`src/rtl/fp_pkg.sv`:
```
// Shared constants and helpers for the fixed-point MAC datapath.
package fp_pkg;

    localparam int ROUND_TRUNC   = 0;
    localparam int ROUND_HALF_UP = 1;

    // Right shift that takes a full-precision product back to output scaling.
    function automatic int fp_shift(input int w_in_f, input int w_out_f);
        return 2 * w_in_f - w_out_f;
    endfunction

    function automatic longint fp_smax(input int width);
        return (longint'(1) <<< (width - 1)) - longint'(1);
    endfunction

    function automatic longint fp_smin(input int width);
        return -(longint'(1) <<< (width - 1));
    endfunction

endpackage

```
`src/rtl/fp_round_sat.sv`:
```
// Combinational rescale of a wide signed accumulator to a narrow Q-format word,
// with optional round-half-up and saturation flags.
module fp_round_sat
    import fp_pkg::*;
#(
    parameter int W_acc = 32,
    parameter int W_out = 16,
    parameter int SHIFT = 14,
    parameter int ROUND = ROUND_HALF_UP
) (
    input  logic [W_acc-1:0] acc_i,
    output logic [W_out-1:0] result_o,
    output logic             ovf_o,
    output logic             unf_o
);

    // One guard bit so the rounding bias can never wrap the accumulator maximum.
    localparam int WX = W_acc + 1;
    localparam logic signed [WX-1:0] BIAS =
        (ROUND == ROUND_HALF_UP) ? WX'(longint'(1) <<< (SHIFT - 1)) : '0;
    localparam logic signed [WX-1:0] MAX_OUT = WX'(fp_smax(W_out));
    localparam logic signed [WX-1:0] MIN_OUT = WX'(fp_smin(W_out));

    logic signed [WX-1:0] accExt;
    logic signed [WX-1:0] shifted;

    always_comb begin
        accExt   = {acc_i[W_acc-1], acc_i};
        shifted  = (accExt + BIAS) >>> SHIFT;
        result_o = shifted[W_out-1:0];
        ovf_o    = 1'b0;
        unf_o    = 1'b0;
        if (shifted > MAX_OUT) begin
            result_o = MAX_OUT[W_out-1:0];
            ovf_o    = 1'b1;
        end else if (shifted < MIN_OUT) begin
            result_o = MIN_OUT[W_out-1:0];
            unf_o    = 1'b1;
        end
    end

endmodule

```
`src/rtl/fp_mac_pipe.sv`:
```
// Three-stage pipelined signed fixed-point multiply-accumulate with valid/ready
// on both sides and sticky per-vector saturation flags.
module fp_mac_pipe
    import fp_pkg::*;
#(
    parameter int W_in    = 16,
    parameter int W_in_F  = 14,
    parameter int W_out   = 16,
    parameter int W_out_F = 14,
    parameter int W_acc   = 32,
    parameter int ROUND   = ROUND_HALF_UP
) (
    input  logic             clk_i,
    input  logic             rst_i,
    input  logic             in_valid_i,
    output logic             in_ready_o,
    input  logic [W_in-1:0]  a_i,
    input  logic [W_in-1:0]  b_i,
    input  logic             clear_i,
    input  logic             last_i,
    output logic             out_valid_o,
    input  logic             out_ready_i,
    output logic [W_out-1:0] result_o,
    output logic             overflow_o,
    output logic             underflow_o
);

    localparam int SHIFT  = fp_shift(W_in_F, W_out_F);
    localparam int W_prod = 2 * W_in;
    localparam int WS     = W_acc + 1;
    localparam logic signed [WS-1:0] ACC_MAX = WS'(fp_smax(W_acc));
    localparam logic signed [WS-1:0] ACC_MIN = WS'(fp_smin(W_acc));

    logic                     en;

    logic                     s1Valid_q;
    logic signed [W_prod-1:0] s1Prod_q;
    logic                     s1Clear_q;
    logic                     s1Last_q;

    logic                     s2Valid_q;
    logic                     s2Last_q;
    logic signed [W_acc-1:0]  acc_q;
    logic                     accOvf_q;
    logic                     accUnf_q;

    logic                     outValid_q;
    logic [W_out-1:0]         result_q;
    logic                     overflow_q;
    logic                     underflow_q;

    logic signed [W_prod-1:0] aExt;
    logic signed [W_prod-1:0] bExt;
    logic signed [W_prod-1:0] prod_d;
    logic signed [W_acc-1:0]  prodExt;
    logic signed [WS-1:0]     sum;
    logic signed [W_acc-1:0]  acc_d;
    logic                     accOvf_d;
    logic                     accUnf_d;

    logic [W_out-1:0]         rsResult;
    logic                     rsOvf;
    logic                     rsUnf;

    // The whole pipe moves as one: it stalls only when a result is waiting unclaimed.
    assign en         = ~outValid_q | out_ready_i;
    assign in_ready_o = en;

    assign aExt   = {{W_in{a_i[W_in-1]}}, a_i};
    assign bExt   = {{W_in{b_i[W_in-1]}}, b_i};
    assign prod_d = aExt * bExt;

    // Saturating accumulate; a clear sample restarts both the sum and its sticky flags.
    always_comb begin
        prodExt  = W_acc'(s1Prod_q);
        sum      = WS'(acc_q) + WS'(prodExt);
        acc_d    = acc_q;
        accOvf_d = accOvf_q;
        accUnf_d = accUnf_q;
        if (s1Clear_q) begin
            acc_d    = prodExt;
            accOvf_d = 1'b0;
            accUnf_d = 1'b0;
        end else if (sum > ACC_MAX) begin
            acc_d    = ACC_MAX[W_acc-1:0];
            accOvf_d = 1'b1;
        end else if (sum < ACC_MIN) begin
            acc_d    = ACC_MIN[W_acc-1:0];
            accUnf_d = 1'b1;
        end else begin
            acc_d    = sum[W_acc-1:0];
        end
    end

    fp_round_sat #(
        .W_acc (W_acc),
        .W_out (W_out),
        .SHIFT (SHIFT),
        .ROUND (ROUND)
    ) u_round_sat (
        .acc_i    (acc_q),
        .result_o (rsResult),
        .ovf_o    (rsOvf),
        .unf_o    (rsUnf)
    );

    // Reset drops any partial sum and any unclaimed result along with the valids.
    always_ff @(posedge clk_i) begin
        if (rst_i) begin
            s1Valid_q   <= 1'b0;
            s1Prod_q    <= '0;
            s1Clear_q   <= 1'b0;
            s1Last_q    <= 1'b0;
            s2Valid_q   <= 1'b0;
            s2Last_q    <= 1'b0;
            acc_q       <= '0;
            accOvf_q    <= 1'b0;
            accUnf_q    <= 1'b0;
            outValid_q  <= 1'b0;
            result_q    <= '0;
            overflow_q  <= 1'b0;
            underflow_q <= 1'b0;
        end else if (en) begin
            s1Valid_q <= in_valid_i;
            if (in_valid_i) begin
                s1Prod_q  <= prod_d;
                s1Clear_q <= clear_i;
                s1Last_q  <= last_i;
            end

            s2Valid_q <= s1Valid_q;
            if (s1Valid_q) begin
                acc_q    <= acc_d;
                accOvf_q <= accOvf_d;
                accUnf_q <= accUnf_d;
                s2Last_q <= s1Last_q;
            end

            // Result registers only change when a finished vector arrives.
            outValid_q <= s2Valid_q & s2Last_q;
            if (s2Valid_q & s2Last_q) begin
                result_q    <= rsResult;
                overflow_q  <= rsOvf | accOvf_q;
                underflow_q <= rsUnf | accUnf_q;
            end
        end
    end

    assign out_valid_o = outValid_q;
    assign result_o    = result_q;
    assign overflow_o  = overflow_q;
    assign underflow_o = underflow_q;

endmodule

```
`config.mk`:
```
export PLATFORM = sky130hd
export DESIGN_NAME = fp_mac_pipe
export DESIGN_NICKNAME = d
export VERILOG_FILES = /design/src/rtl/fp_pkg.sv /design/src/rtl/fp_round_sat.sv /design/src/rtl/fp_mac_pipe.sv
export SDC_FILE = /design/constraint.sdc
export NUM_CORES = 1
export LEC_CHECK = 0
export ABC_AREA = 0
export CAP_MARGIN = 10
export CORE_AREA = 2 2 220 222
export DETAILED_ROUTE_END_ITERATION = 8
export DIE_AREA = 0 0 222 224
export SYNTH_ARGS = -nofsm -noshare
export SYNTH_HDL_FRONTEND = slang
export SYNTH_HIERARCHICAL = 1
export SYNTH_SLANG_ARGS = --single-unit
```
`constraint.sdc`:
```
create_clock -name clk_i -period 9.5 [get_ports clk_i]
set_input_delay 2.85 -clock clk_i [delete_from_list [all_inputs] [get_ports clk_i]]
set_output_delay 2.85 -clock clk_i [all_outputs]
set_load 0.05 [all_outputs]
```
== Word-level counts from Yosys, hierarchy flattened ==
Index checks and enable logic that the tools add are counted.
Widths: inputs -> output; s select.
Cells by class
  bitwise logic cells: 5
  multiply operators: 1
  $add $sub $neg: 2
  reduce and logical (&&, ||, !) cells: 7
  equality and inequality tests: 1
  magnitude comparators: 4
  mux-type cells: 13
Operators with widths (count)
  $mux 32: 3
  $add 32x15->33 const B: 1
  $add 32x32->33: 1
  $gt 33x32->1 const B: 1
  $lt 33x32->1 const B: 1
  $mul 16x16->32: 1
  $mux 16: 2
  $gt 19x16->1 const B: 1
  $lt 19x16->1 const B: 1
  $mux 1: 8
  $reduce_and 2->1: 3
  $reduce_and 4->1: 1
  $reduce_bool 2->1: 2
  $or 1x1->1: 3
  $reduce_and 3->1: 1
  $ne 2x2->1 const B: 1
  $and 1x1->1: 1
  $not 1->1: 1
Word-level totals
  bits of input ports: 38
  register bits: 90
  word-level logic and storage cells: 46
  output and inout port bits: 20

== Longest topological paths before layout ==
  depth after elaboration: 5
  depth in mapped cells: 26
  gate-level depth less buffers: 24

== Hierarchy ==
The synthesis kept the hierarchy.
By module, submodules not included
  fp_mac_pipe: area an instance 15506.1 sq um, cells an instance 1849, times used 1, seq. area each 1801.7 sq um
  fp_round_sat: area an instance 879.6 sq um, cells an instance 134, times used 1, seq. area each 0.0 sq um

== Least setup slack after synthesis ==
OpenSTA, ideal clock, no wires.
  kind: input to register
  start point: input port a_i[15]
  end point: register s1Prod_q[31] (netlist: prodExt[31])
  data arrival time: 8.371 ns
  slack: 0.997 ns
  stages: 22
  buffers on the path: 1
  data required time: 9.368 ns
  path through: clkbuf_1 > nand2_1 > inv_1 > fa_1 > inv_1 > fa_1 > inv_1 > fa_1 > fa_1 > fa_1 > inv_1 > fa_1 > inv_1 > ha_1 > and3_1 > o2111ai_1 > o21ai_0 > nor2_1 > a211oi_1 > o31ai_1 > nand2_1 > o211ai_1
On the way
  cells in the longest elaborated chain, start to end: 1
RTL lines
  start: declaration: RTL line fp_mac_pipe.sv:17  | input logic [W_in-1:0] a_i,
  $mul 16x16->32: RTL line fp_mac_pipe.sv:71  | assign prod_d = aExt * bExt;
  end signal: assignment: RTL line fp_mac_pipe.sv:126  | s1Prod_q <= prod_d;
  end: declaration: RTL line fp_mac_pipe.sv:37  | logic signed [W_prod-1:0] s1Prod_q;
Every way passes these cells.
A chain may end at the register's enable or synchronous reset.

== Final worst setup path ==
  start point: input port b_i[5]
  end point: register s1Prod_q[30] (netlist: prodExt[30])
On the way
  cells in the longest elaborated chain, start to end: 1
RTL lines
  start: declaration: RTL line fp_mac_pipe.sv:18  | input logic [W_in-1:0] b_i,
  $mul 16x16->32: RTL line fp_mac_pipe.sv:71
Every way passes these cells.

==> key figures <==
Finish
  – Design Area, Final: ~18000 um2
  – Core Util, Final: 0.382
  – Final net count: approximately 2400
  – Commonest non-fill, non-tap cell in the layout: inv_1
  – Multi-input gate area: roughly 13000 um2
  – Layout fillers: ~4800
  – Layout cell share with drive strength beyond 1: 0.0554
  – Area delta synth->final: 10.2%
  – Sequential standard cell area: 1800 um2
  – Commonest cells after routing, fill and taps aside: inv_1, nand2_1, fa_1
  – # diodes: 0

Timing
  – Worst Tran Pin Value: ~1000 ps
  – Final worst slack: ~440 ps
  – Max Freq: roughly 110 MHz
  – Tmin final: a little over 9000 ps
  – RSZ-0062 raised after global routing: no
  – Setup TNS Final: 0 ps
  – Slew HR: 0.333
  – Final Cycle Share: 0.954
  – Worst Skew: roughly 6 ps
  – Slew Limit Fails: 0
  – Final count of hold timing violations: 0
  – Final setup violation count: 0

Synthesis
  – Primary FF master, synth: dfxtp_1
  – Synthesized flop and latch total: 90
  – Register area share after synthesis: 0.110
  – Synthesized area: 16400 um2
  – Synth cell types: 84
  – Synth area leaders: fa_1, dfxtp_1, ha_1
  – Yosys top cell by area: fa_1
  – Synth Instances: between 1500 and 2000
  – Synth top area share: 0.321
  – Number of synthesized flops with an enable pin: 0
  – Syn. warnings: 6
  – Avg Cell Area, Syn: 8.26 um2
  – Syn_nets: ~2400
  – Asr flop ratio synth: 0

Place
  – IO Port Bufs: 57
  – Gpl congestion: ~0.9
  – HPWL after DPL: 33700 um
  – Dpl cell area: roughly 18000 um2
  – Pre-CTS setup slack: a little under 80 ps

Critical path
  – Worst R2R Setup Slack: roughly 5800 ps
  – Req. time, crit path: ~9800 ps
  – Setup crit start: b_i[5]
  – Crit path DAT: around 9400 ps
  – Startpoint types: input port
  – Worst r2r src: prodExt[0]
  – Crit Path Max Fanout: 16
  – Setup CP Type: input port to flip-flop
  – Worst Setup End Kind: flip-flop

Clocking
  – CTS Buffer Depth: 2
  – Sinks on Clock Net: 90
  – CTS tree: yes
  – Root buffer cell: clkbuf_16
  – Setup bufs post-CTS: 0
  – Clock latency on the worst-skew pair: about 360 ps
  – Clock transition at path regs: around 70 ps
  – CTS buffer count: 9
  – H-tree Lvls: 3

Floorplan
  – Die area: 49700 um2
  – Starting Density: 0.346
  – Core Area: 47300 um2
  – Die H: 224 um
  – # IOs: 58
  – Die Width: 222 um
  – Placement row count: 80

Route
  – DR WL met3: 1470 um
  – DRT met1 WL: ~18000 um
  – Antenna-violating nets left: 0
  – 1st-iter DRT viols: 689
  – Via/cell ratio: between 5 and 6
  – Drt total wl: just over 40000 um
  – Routed met2 length: 19700 um
  – Wirelength per Cell: ~15 um
  – Via count: between 10000 and 15000
  – DR top layer: met4
  – DRC: 0
  – DRT Pass-1 Iters: 5

Global route
  – Largest net degree at the start of global routing: 50
  – Vias in the first global route: approximately 14000
  – GRT overflow: 0
  – Antenna violations before repair: 0
  – Total Routing Usage GR: 0.168
  – First-pass GRT wire length: between 60000 and 70000 um

Outcome
  – Status: completed

Hold path
  – Min-delay src: result_o[2]
  – Hold Crit Class: flip-flop to flip-flop

Job
  – # Max-Cap Violations: 0
## per-stage QoR
step	hold slack, ps	std cells
detailed placement	450	2619
global placement	444	2619
global route	471	2635
CTS	462	2635
floorplan	432	1983
finish	457	2635
## state kept, by name, summed over array words and instances (netlist names)
| name | cells |
|---|---|
| acc_q | 32 |
| prodExt | 32 |
| result_o | 16 |
| accOvf_q | 1 |
| accUnf_q | 1 |
| out_valid_o | 1 |
| overflow_o | 1 |
| s1Clear_q | 1 |
| s1Last_q | 1 |
| s1Valid_q | 1 |
| s2Last_q | 1 |
| s2Valid_q | 1 |
| underflow_o | 1 |
## worst max-delay path: stages
cell,delay (ps)
clkdlybuf4s50_1,680
and2_1,290
fa_1,500
inv_1,60
fa_1,560
fa_1,440
fa_1,510
inv_1,70
fa_1,530
inv_1,50
fa_1,520
inv_1,40
ha_1,360
nand2_1,70
a21oi_1,200
nand3_1,150
a211oi_1,510
o211ai_1,250
a31oi_1,300
a31oi_1,130
xor2_1,140
o21ai_0,140
## per-layer routing
metal | global-route usage | vias up
li1 | - | 6402
met1 | 0.213 | 6456
met2 | 0.301 | 273
met3 | 0.0197 | 63
met4 | 0.0488 | 0
met5 | 0 | -
## layout make-up
class	instances	share of cell area
timing repair buffer	106	0.0518
tap	615	0.0426
inverter	363	0.0754
multi-input combinational	1445	0.712
clock buffer	11	0.0140
clock inverter	5	0.00471
sequential	90	0.0997
## synthesized netlist by cell type (all sizes together), types with 4 or more instances
cell type,number
o21bai,6
buf,16
nand2b,16
nor2,98
nor3,32
a21o,28
o211ai,8
a31oi,10
nand4,18
a211oi,27
a22oi,4
o21ai,48
o21a,9
nor2b,12
dfxtp,90
xnor2,45
nor4,7
ha,115
nand2,283
xor2,20
a2111oi,5
inv,361
or3,13
clkbuf,69
o2111ai,4
fa,263
nand3b,8
nand3,48
and2,120
o31ai,6
a21oi,113
a311oi,30
and3,7
## path summary, 6_finish.rpt
kind | to | cells past startpoint
setup reg to reg | acc_q[12] | 13
hold / removal | result_o[2] | 2
hold reg to reg | result_o[2] | 2
setup / recovery | prodExt[30] | 22
## cells by family after synthesis
family,after synthesis,synth area share
compound gates,322,0.135
fa+ha+maj,378,0.409
buf+inv,448,0.105
flops,90,0.110
simple gates,676,0.202
mux,4,0.00336
xor+xnor,65,0.0347
## repair_timing
action,CTS,global route
endpoints found under the setup margin,0,2
hold buffers,0,0
resized for setup,0,2
Power is left out: the tool's default activity adds up to more than one toggle a clock period on the data nets, which glitch-free logic cannot reach.
